--- src/rtl/dm_arbiter.sv ---
// dm_arbiter: two-port round-robin arbiter and sequencer in front of the
// single-ported DataMemory. Each grant produces one memory access cycle
// followed by a one-cycle response pulse to the granted port.
module dm_arbiter #(
    parameter int unsigned ADDR_W = 32,
    parameter int unsigned DATA_W = 32
) (
    input  logic              clk,
    input  logic              rst,
    // requester side
    input  logic [1:0]        req_valid,
    input  logic [1:0]        req_write,
    input  logic [ADDR_W-1:0] req_addr0,
    input  logic [ADDR_W-1:0] req_addr1,
    input  logic [DATA_W-1:0] req_wdata0,
    input  logic [DATA_W-1:0] req_wdata1,
    output logic [1:0]        req_ready,
    output logic [1:0]        rsp_valid,
    output logic [DATA_W-1:0] rsp_rdata,
    // DataMemory side
    output logic [ADDR_W-1:0] mem_addr,
    output logic              mem_read,
    output logic              mem_write,
    output logic [DATA_W-1:0] mem_wdata,
    input  logic [DATA_W-1:0] mem_rdata
);

    typedef enum logic [0:0] {
        StIdle,
        StAccess
    } state_t;

    state_t state_q, state_d;

    // Port index of the most recent grant; 1 at reset so port 0 wins the first tie.
    logic last_grant_q, last_grant_d;

    // Request captured at the handshake and replayed during ACCESS.
    logic              acc_port_q,  acc_port_d;
    logic              acc_write_q, acc_write_d;
    logic [ADDR_W-1:0] acc_addr_q,  acc_addr_d;
    logic [DATA_W-1:0] acc_wdata_q, acc_wdata_d;

    // Response registers.
    logic [1:0]        rsp_valid_q, rsp_valid_d;
    logic [DATA_W-1:0] rsp_rdata_q, rsp_rdata_d;

    // Arbitration winner (one-hot or zero) and the resulting handshake.
    logic [1:0] win;
    logic [1:0] hs;
    logic       hs_any;
    logic       hs_port;

    // Round-robin winner: a lone valid port wins, a tie goes to the port not granted last.
    always_comb begin
        win = 2'b00;
        case (req_valid)
            2'b01:   win = 2'b01;
            2'b10:   win = 2'b10;
            2'b11:   win = last_grant_q ? 2'b01 : 2'b10;
            default: win = 2'b00;
        endcase
    end

    assign hs      = req_valid & req_ready;
    assign hs_any  = |hs;
    assign hs_port = hs[1];

    // State register; reset forces IDLE immediately, which also drops mem_write.
    always_ff @(posedge clk or posedge rst) begin
        if (rst) begin
            state_q <= StIdle;
        end else begin
            state_q <= state_d;
        end
    end

    // Next-state: IDLE moves to ACCESS on a handshake, ACCESS always returns to IDLE.
    always_comb begin
        state_d = state_q;
        case (state_q)
            StIdle:   state_d = hs_any ? StAccess : StIdle;
            StAccess: state_d = StIdle;
            default:  state_d = StIdle;
        endcase
    end

    // FSM outputs: grant in IDLE, drive the memory only during ACCESS.
    always_comb begin
        req_ready = 2'b00;
        mem_addr  = '0;
        mem_wdata = '0;
        mem_read  = 1'b0;
        mem_write = 1'b0;
        case (state_q)
            StIdle: begin
                // Ready is combinational, but held low for the whole reset assertion.
                req_ready = rst ? 2'b00 : win;
            end
            StAccess: begin
                mem_addr  = acc_addr_q;
                mem_wdata = acc_wdata_q;
                mem_read  = ~acc_write_q;
                mem_write = acc_write_q;
            end
            default: begin
                req_ready = 2'b00;
            end
        endcase
    end

    // Capture the winning request and update the round-robin pointer on a handshake.
    always_comb begin
        acc_port_d   = acc_port_q;
        acc_write_d  = acc_write_q;
        acc_addr_d   = acc_addr_q;
        acc_wdata_d  = acc_wdata_q;
        last_grant_d = last_grant_q;
        if (hs_any) begin
            acc_port_d   = hs_port;
            acc_write_d  = req_write[hs_port];
            acc_addr_d   = hs_port ? req_addr1  : req_addr0;
            acc_wdata_d  = hs_port ? req_wdata1 : req_wdata0;
            last_grant_d = hs_port;
        end
    end

    // Request latch and grant pointer registers.
    always_ff @(posedge clk or posedge rst) begin
        if (rst) begin
            acc_port_q   <= 1'b0;
            acc_write_q  <= 1'b0;
            acc_addr_q   <= '0;
            acc_wdata_q  <= '0;
            last_grant_q <= 1'b1;
        end else begin
            acc_port_q   <= acc_port_d;
            acc_write_q  <= acc_write_d;
            acc_addr_q   <= acc_addr_d;
            acc_wdata_q  <= acc_wdata_d;
            last_grant_q <= last_grant_d;
        end
    end

    // Response next-state: pulse after ACCESS; mem_rdata is only looked at during a load.
    always_comb begin
        rsp_valid_d = 2'b00;
        rsp_rdata_d = rsp_rdata_q;
        if (state_q == StAccess) begin
            rsp_valid_d = acc_port_q ? 2'b10 : 2'b01;
            rsp_rdata_d = acc_write_q ? '0 : mem_rdata;
        end
    end

    // Response registers; rsp_rdata holds between accesses.
    always_ff @(posedge clk or posedge rst) begin
        if (rst) begin
            rsp_valid_q <= 2'b00;
            rsp_rdata_q <= '0;
        end else begin
            rsp_valid_q <= rsp_valid_d;
            rsp_rdata_q <= rsp_rdata_d;
        end
    end

    assign rsp_valid = rsp_valid_q;
    assign rsp_rdata = rsp_rdata_q;

endmodule

--- config.mk ---
export PLATFORM = sky130hd
export DESIGN_NAME = dm_arbiter
export DESIGN_NICKNAME = d
export VERILOG_FILES = /design/src/rtl/dm_arbiter.sv
export SDC_FILE = /design/constraint.sdc
export NUM_CORES = 1
export LEC_CHECK = 0
export CAP_MARGIN = 5
export CORE_MARGIN = 3
export CORE_UTILIZATION = 37
export CTS_CLUSTER_SIZE = 25
export DETAILED_ROUTE_END_ITERATION = 7
export PLACE_DENSITY = 0.77
export RECOVER_POWER = 100
export SLEW_MARGIN = 5
export SYNTH_ARGS = -nofsm -noshare
export SYNTH_HDL_FRONTEND = slang
export SYNTH_SLANG_ARGS = --single-unit
--- constraint.sdc ---
create_clock -name clk -period 2.9 [get_ports clk]
set_input_delay 0.435 -clock clk [delete_from_list [all_inputs] [get_ports clk]]
set_output_delay 0.435 -clock clk [all_outputs]
set_load 0.02 [all_outputs]
[Yosys cells after proc, flatten, opt, wreduce, memory -nomap -nowiden]
Index checks and enable logic that the tools add are counted.
Storage, ports and cells
  flip-flop bits (word level): 102
  bits of input ports: 166
  output and inout port bits: 102
  logic and storage cells: 33
Cells by class
  order comparisons: 1
  equality and inequality tests: 3
  muxes and demuxes: 17
  bitwise logic cells: 3
  reductions and logical operators: 1
Operator list (number)
  two-way mux 32 bit: 5
  two-way mux 2 bit: 5
  one-hot mux 2 bit (3 select lines): 1
  two-way mux 1 bit: 5
  equality test 2 bit (second input constant): 2
  AND 2 bit: 1
  equality test 2 x 1 -> 1 bit (second input constant): 1
  < comparator 1 x 2 -> 1 bit (second input constant): 1
  inverter 1 bit: 2
  one-hot mux 1 bit (2 select lines): 1
  OR reduction 2 bit: 1

[Depth between registers and ports, before layout]
  depth in word-level cells: 8
  gate-level depth with buffers: 6
  mapped depth without buffers: 3

[Worst setup path after synthesis]
OpenSTA, ideal clock, no wires.
  kind: input port to output port
  start: in rst
  end: out req_ready[1]
  data arrival time: 1.093 ns
  required time: 2.465 ns
  path slack: 1.372 ns
  stages: 3
  buffers on the path: 1
  cell sequence: nor3b_2 -> clkbuf_2 -> and2_1
On the way
  cells in the longest elaborated chain, start to end: 2
RTL lines
  start: declaration: line 9  | input logic rst,
  two-way mux 2 bit: line 98  | req_ready = rst ? 2'b00 : win;
  two-way mux 2 bit: line 95  | case (state_q)
  end: declaration: line 17  | output logic [1:0] req_ready,
No other way between the ends.

[Worst setup path after layout]
  start: reg last_grant_q
  end: out req_ready[1]
On the way
  cells in the longest elaborated chain, start to end: 4
RTL lines
  start: declaration: line 36  | logic last_grant_q, last_grant_d;
  start signal: assignment: line 141  | last_grant_q <= last_grant_d;
  two-way mux 2 bit: line 60  | 2'b11: win = last_grant_q ? 2'b01 : 2'b10;
  one-hot mux 2 bit (3 select lines): line 57  | case (req_valid)
  two-way mux 2 bit: line 98
  two-way mux 2 bit: line 95
No other way between the ends.

==> run_results.csv <==
group,metric,value,unit
power,combPwrFrac,0.303,
floorplanning,dieHeight,129,µm
sta,rsz0062_at_grt,"no",
worst_setup_path,critPathKind,"reg2out",
cells_and_area,utilization,0.592,
power,pwr-share-clk,0.299,
clock_network,numClockSinks,102,
sta,setup_viol,0,
worst_setup_path,cp.required,2470,ps
logic_synthesis,yosys-top-cells-count,"dfrtp_1, o21ai_0, and2_1",
floorplanning,core,14600,µm²
place,pre_cts_ws,411,ps
clock_network,cts_htree_levels,3,
clock_network,clockRootBuffer,"clkbuf_16",
clock_network,hold_buffers,0,
worst_setup_path,crit_slowest_cell,"dfstp_1",
power,ir_drop,0.296,mV
sta,relSlewSlack,0.165,
logic_synthesis,syn_area,5580,µm²
worst_setup_path,cp_max_fo,19,
logic_synthesis,synth.lib_cells_used.distinct,25,
clock_network,clockBufferDepth,2,
logic_synthesis,synthAdderAreaFrac,0,
clock_network,cts_made_buffers,9,
flow_run,max_cap_violations,0,
logic_synthesis,yosysSeqAreaShare,0.458,
logic_synthesis,syn_avg_cell_area,9.13,µm²
grt,track_usage,0.235,
logic_synthesis,synthMuxAreaShare,0,
logic_synthesis,synthMostInstantiatedCell,"dfrtp_1",
sta,worst_slack,165,ps
route,vias,5593,
sta,fin_worst_skew,7.53,ps
power,p_switching,1.49,mW
cells_and_area,area_delta_synth_final,55.3,%
place,globalplace.congestion,0.802,
clock_network,cts.repair.resized,0,
worst_setup_path,endpoint_kind,"output pin",
cells_and_area,fin_area,8660,µm²
floorplanning,dieArea,16600,µm²
route,wl,19.7,mm
worst_setup_path,crit_family,"flip-flops",
logic_synthesis,yosys.area_share.simple,0.267,
cells_and_area,fillers,1320,
logic_synthesis,yosys-top-cells-area,"dfrtp_1, o2111ai_1, nand3b_1, o21ai_0, and2_1",
sta,finalHoldViolCount,0,
power,sequentialPowerShare,0.398,
clock_network,path_clk_slew,70,ps
worst_setup_path,cp.arrival,2300,ps
logic_synthesis,synth_fp_nets,777,
run_status,outcome,"finished, final reports clean",
power,power_leakage,3.93,nW
grt,gr-total-overflow,0,
logic_synthesis,synth_largest_area_cell,"dfrtp_1",
floorplanning,fp.dieW,129,µm
logic_synthesis,synthXorXnorAreaFrac,0,
logic_synthesis,yosys_warnings,0,
floorplanning,num_io_pins,268,
power,finalPower,4.72,mW
power,p_sw_frac,0.316,
cells_and_area,multi_input_area,2590,µm²
sta,fin_setup_tns,0,ps
logic_synthesis,async_flop_share,1.00,
worst_setup_path,path_cells,"nand2_2 -> and2_1 -> dlygate4sd3_1",
route,firstDrtPassIters,4,
logic_synthesis,synth_edf_count,0,
floorplanning,start_util,0.381,
place,io_buffers,267,
sta,maxSlewViolCount,0,
grt,antenna_found_initial,0,
power,intPower,3.23,mW
route,antenna_left,0,
sta,finalCritPeriodShare,0.943,
logic_synthesis,synth_compound_area_frac,0.194,
floorplanning,rows,44,
clock_network,worstSkewPairLatency,350,ps
grt,grt_max_degree,71,
route,post_drt_wl_per_cell,19.3,µm
grt,grt_pass1_wl,30.9,mm
route,drt-vias-per-instance,5.48,
cells_and_area,seq_area,2550,µm²
worst_setup_path,critPathLaunchType,"register",
route,drc,0,
cells_and_area,nets,998,
sta,period_needed,2730,ps
cells_and_area,diodes,0,
worst_setup_path,cp_slowest_stage_delay,1010,ps
clock_network,postCtsSetupBuffers,0,
logic_synthesis,synth_ff_type,"dfrtp_1",
logic_synthesis,synth_seq_cells,102,
place,dpl.hpwl,12.7,mm
sta,tightest_slew,1250,ps
logic_synthesis,synth_top_family_by_area,"simple AND/OR/NAND/NOR gates",
logic_synthesis,synth_top_cell_area_share,0.453,
sta,fmax,0.366,GHz
clock_network,cts_tree,"built",
hold_path,hold_class,"reg2reg",
worst_setup_path,path_buf_inv,1,
route,drtIter0Drc,423,
grt,grt_pass1_vias,5818,
power,powerDensity,545,nW/µm²
logic_synthesis,synthCells,611,
cells_and_area,drive_gt1_frac,0.0466,
place,place_area,8330,µm²
==> path summary, 6_finish.rpt <==
| kind | startpoint | end | slack (ps) | cells after the start |
|---|---|---|---|---|
| min in group asynchronous | rst | acc_addr_q[16] | 810 | 3 |
| worst max-delay path | last_grant_q | req_ready[1] | 170 | 3 |
| max in group asynchronous | rst | acc_addr_q[4] | 1320 | 3 |
| worst min register to register | acc_port_q | rsp_valid[0] | 490 | 1 |
| worst min-delay path | acc_port_q | rsp_valid[0] | 490 | 1 |
| worst max register to register | last_grant_q | acc_addr_q[6] | 280 | 4 |
==> cell type report <==
class                   instances  area share
clock inverters                 6      0.0126
well taps                     184      0.0266
flip-flops and latches        102       0.295
multi-input cells             402       0.299
inverters                      35      0.0153
clock buffers                  10      0.0276
repair buffers                282       0.324
==> routing by layer <==
metal | up-vias | wire, µm | GRT usage
li1 | 2629 | - | -
met1 | 2675 | 8110 | 0.278
met2 | 252 | 9520 | 0.408
met3 | 37 | 1530 | 0.0598
met4 | 0 | 536 | 0.0902
met5 | - | 0 | 0
==> flip-flops by register name, summed over array words and instances, names as in the netlist <==
signal and cells:
acc_addr_q 32, acc_port_q 1, acc_wdata_q 32, acc_write_q 1, last_grant_q 1, rsp_rdata 32
rsp_valid 2, state_q 1
==> per-stage QoR <==
| stage | hold WS [ps] | cells |
|---|---|---|
| floorplan | 417 | 611 |
| finish | 490 | 1021 |
| CTS | 497 | 1021 |
| detailed placement | 477 | 1005 |
| global route | 513 | 1021 |
| global placement | 480 | 1005 |
==> worst register-to-register path: stages (launching register included) <==
cell and delay, ps:
dfstp_1 1010, nand2_2 100, clkbuf_2 710, and3_1 520
nand3b_1 150
==> logic make-up after synthesis <==
| family | after synthesis |
|---|---|
| buffers and inverters | 107 |
| AND/OR/NAND/NOR | 237 |
| AO/OA/AOI/OAI | 165 |
| flip-flops | 102 |
==> power by group through the flow <==
stage | Sequential (mW) | Combinational, mW | Clock (mW)
CTS | 1.89 | 1.51 | 1.45
detailed placement | 1.91 | 1.51 | 0
floorplan | 1.95 | 0.682 | 0
finish | 1.88 | 1.43 | 1.41
global route | 1.92 | 1.56 | 1.50
global placement | 1.90 | 1.48 | 0
==> cells in the final DEF (no fill, tap or decap), drive strengths merged <==
master and instances:
and2 67, and3 65, buf 13, bufinv 3, clkbuf 13, clkdlybuf4s50 166, clkinv 3, clkinvlp 1
dfrtp 101, dfstp 1, dlygate4sd3 100, inv 34, nand2 33, nand3b 65, nor2 3, nor2b 2
nor3b 1, o2111ai 65, o211a 1, o21ai 96, o21bai 1, o22a 1, o22ai 1, or2 1
(Power assumes the default switching activity.)
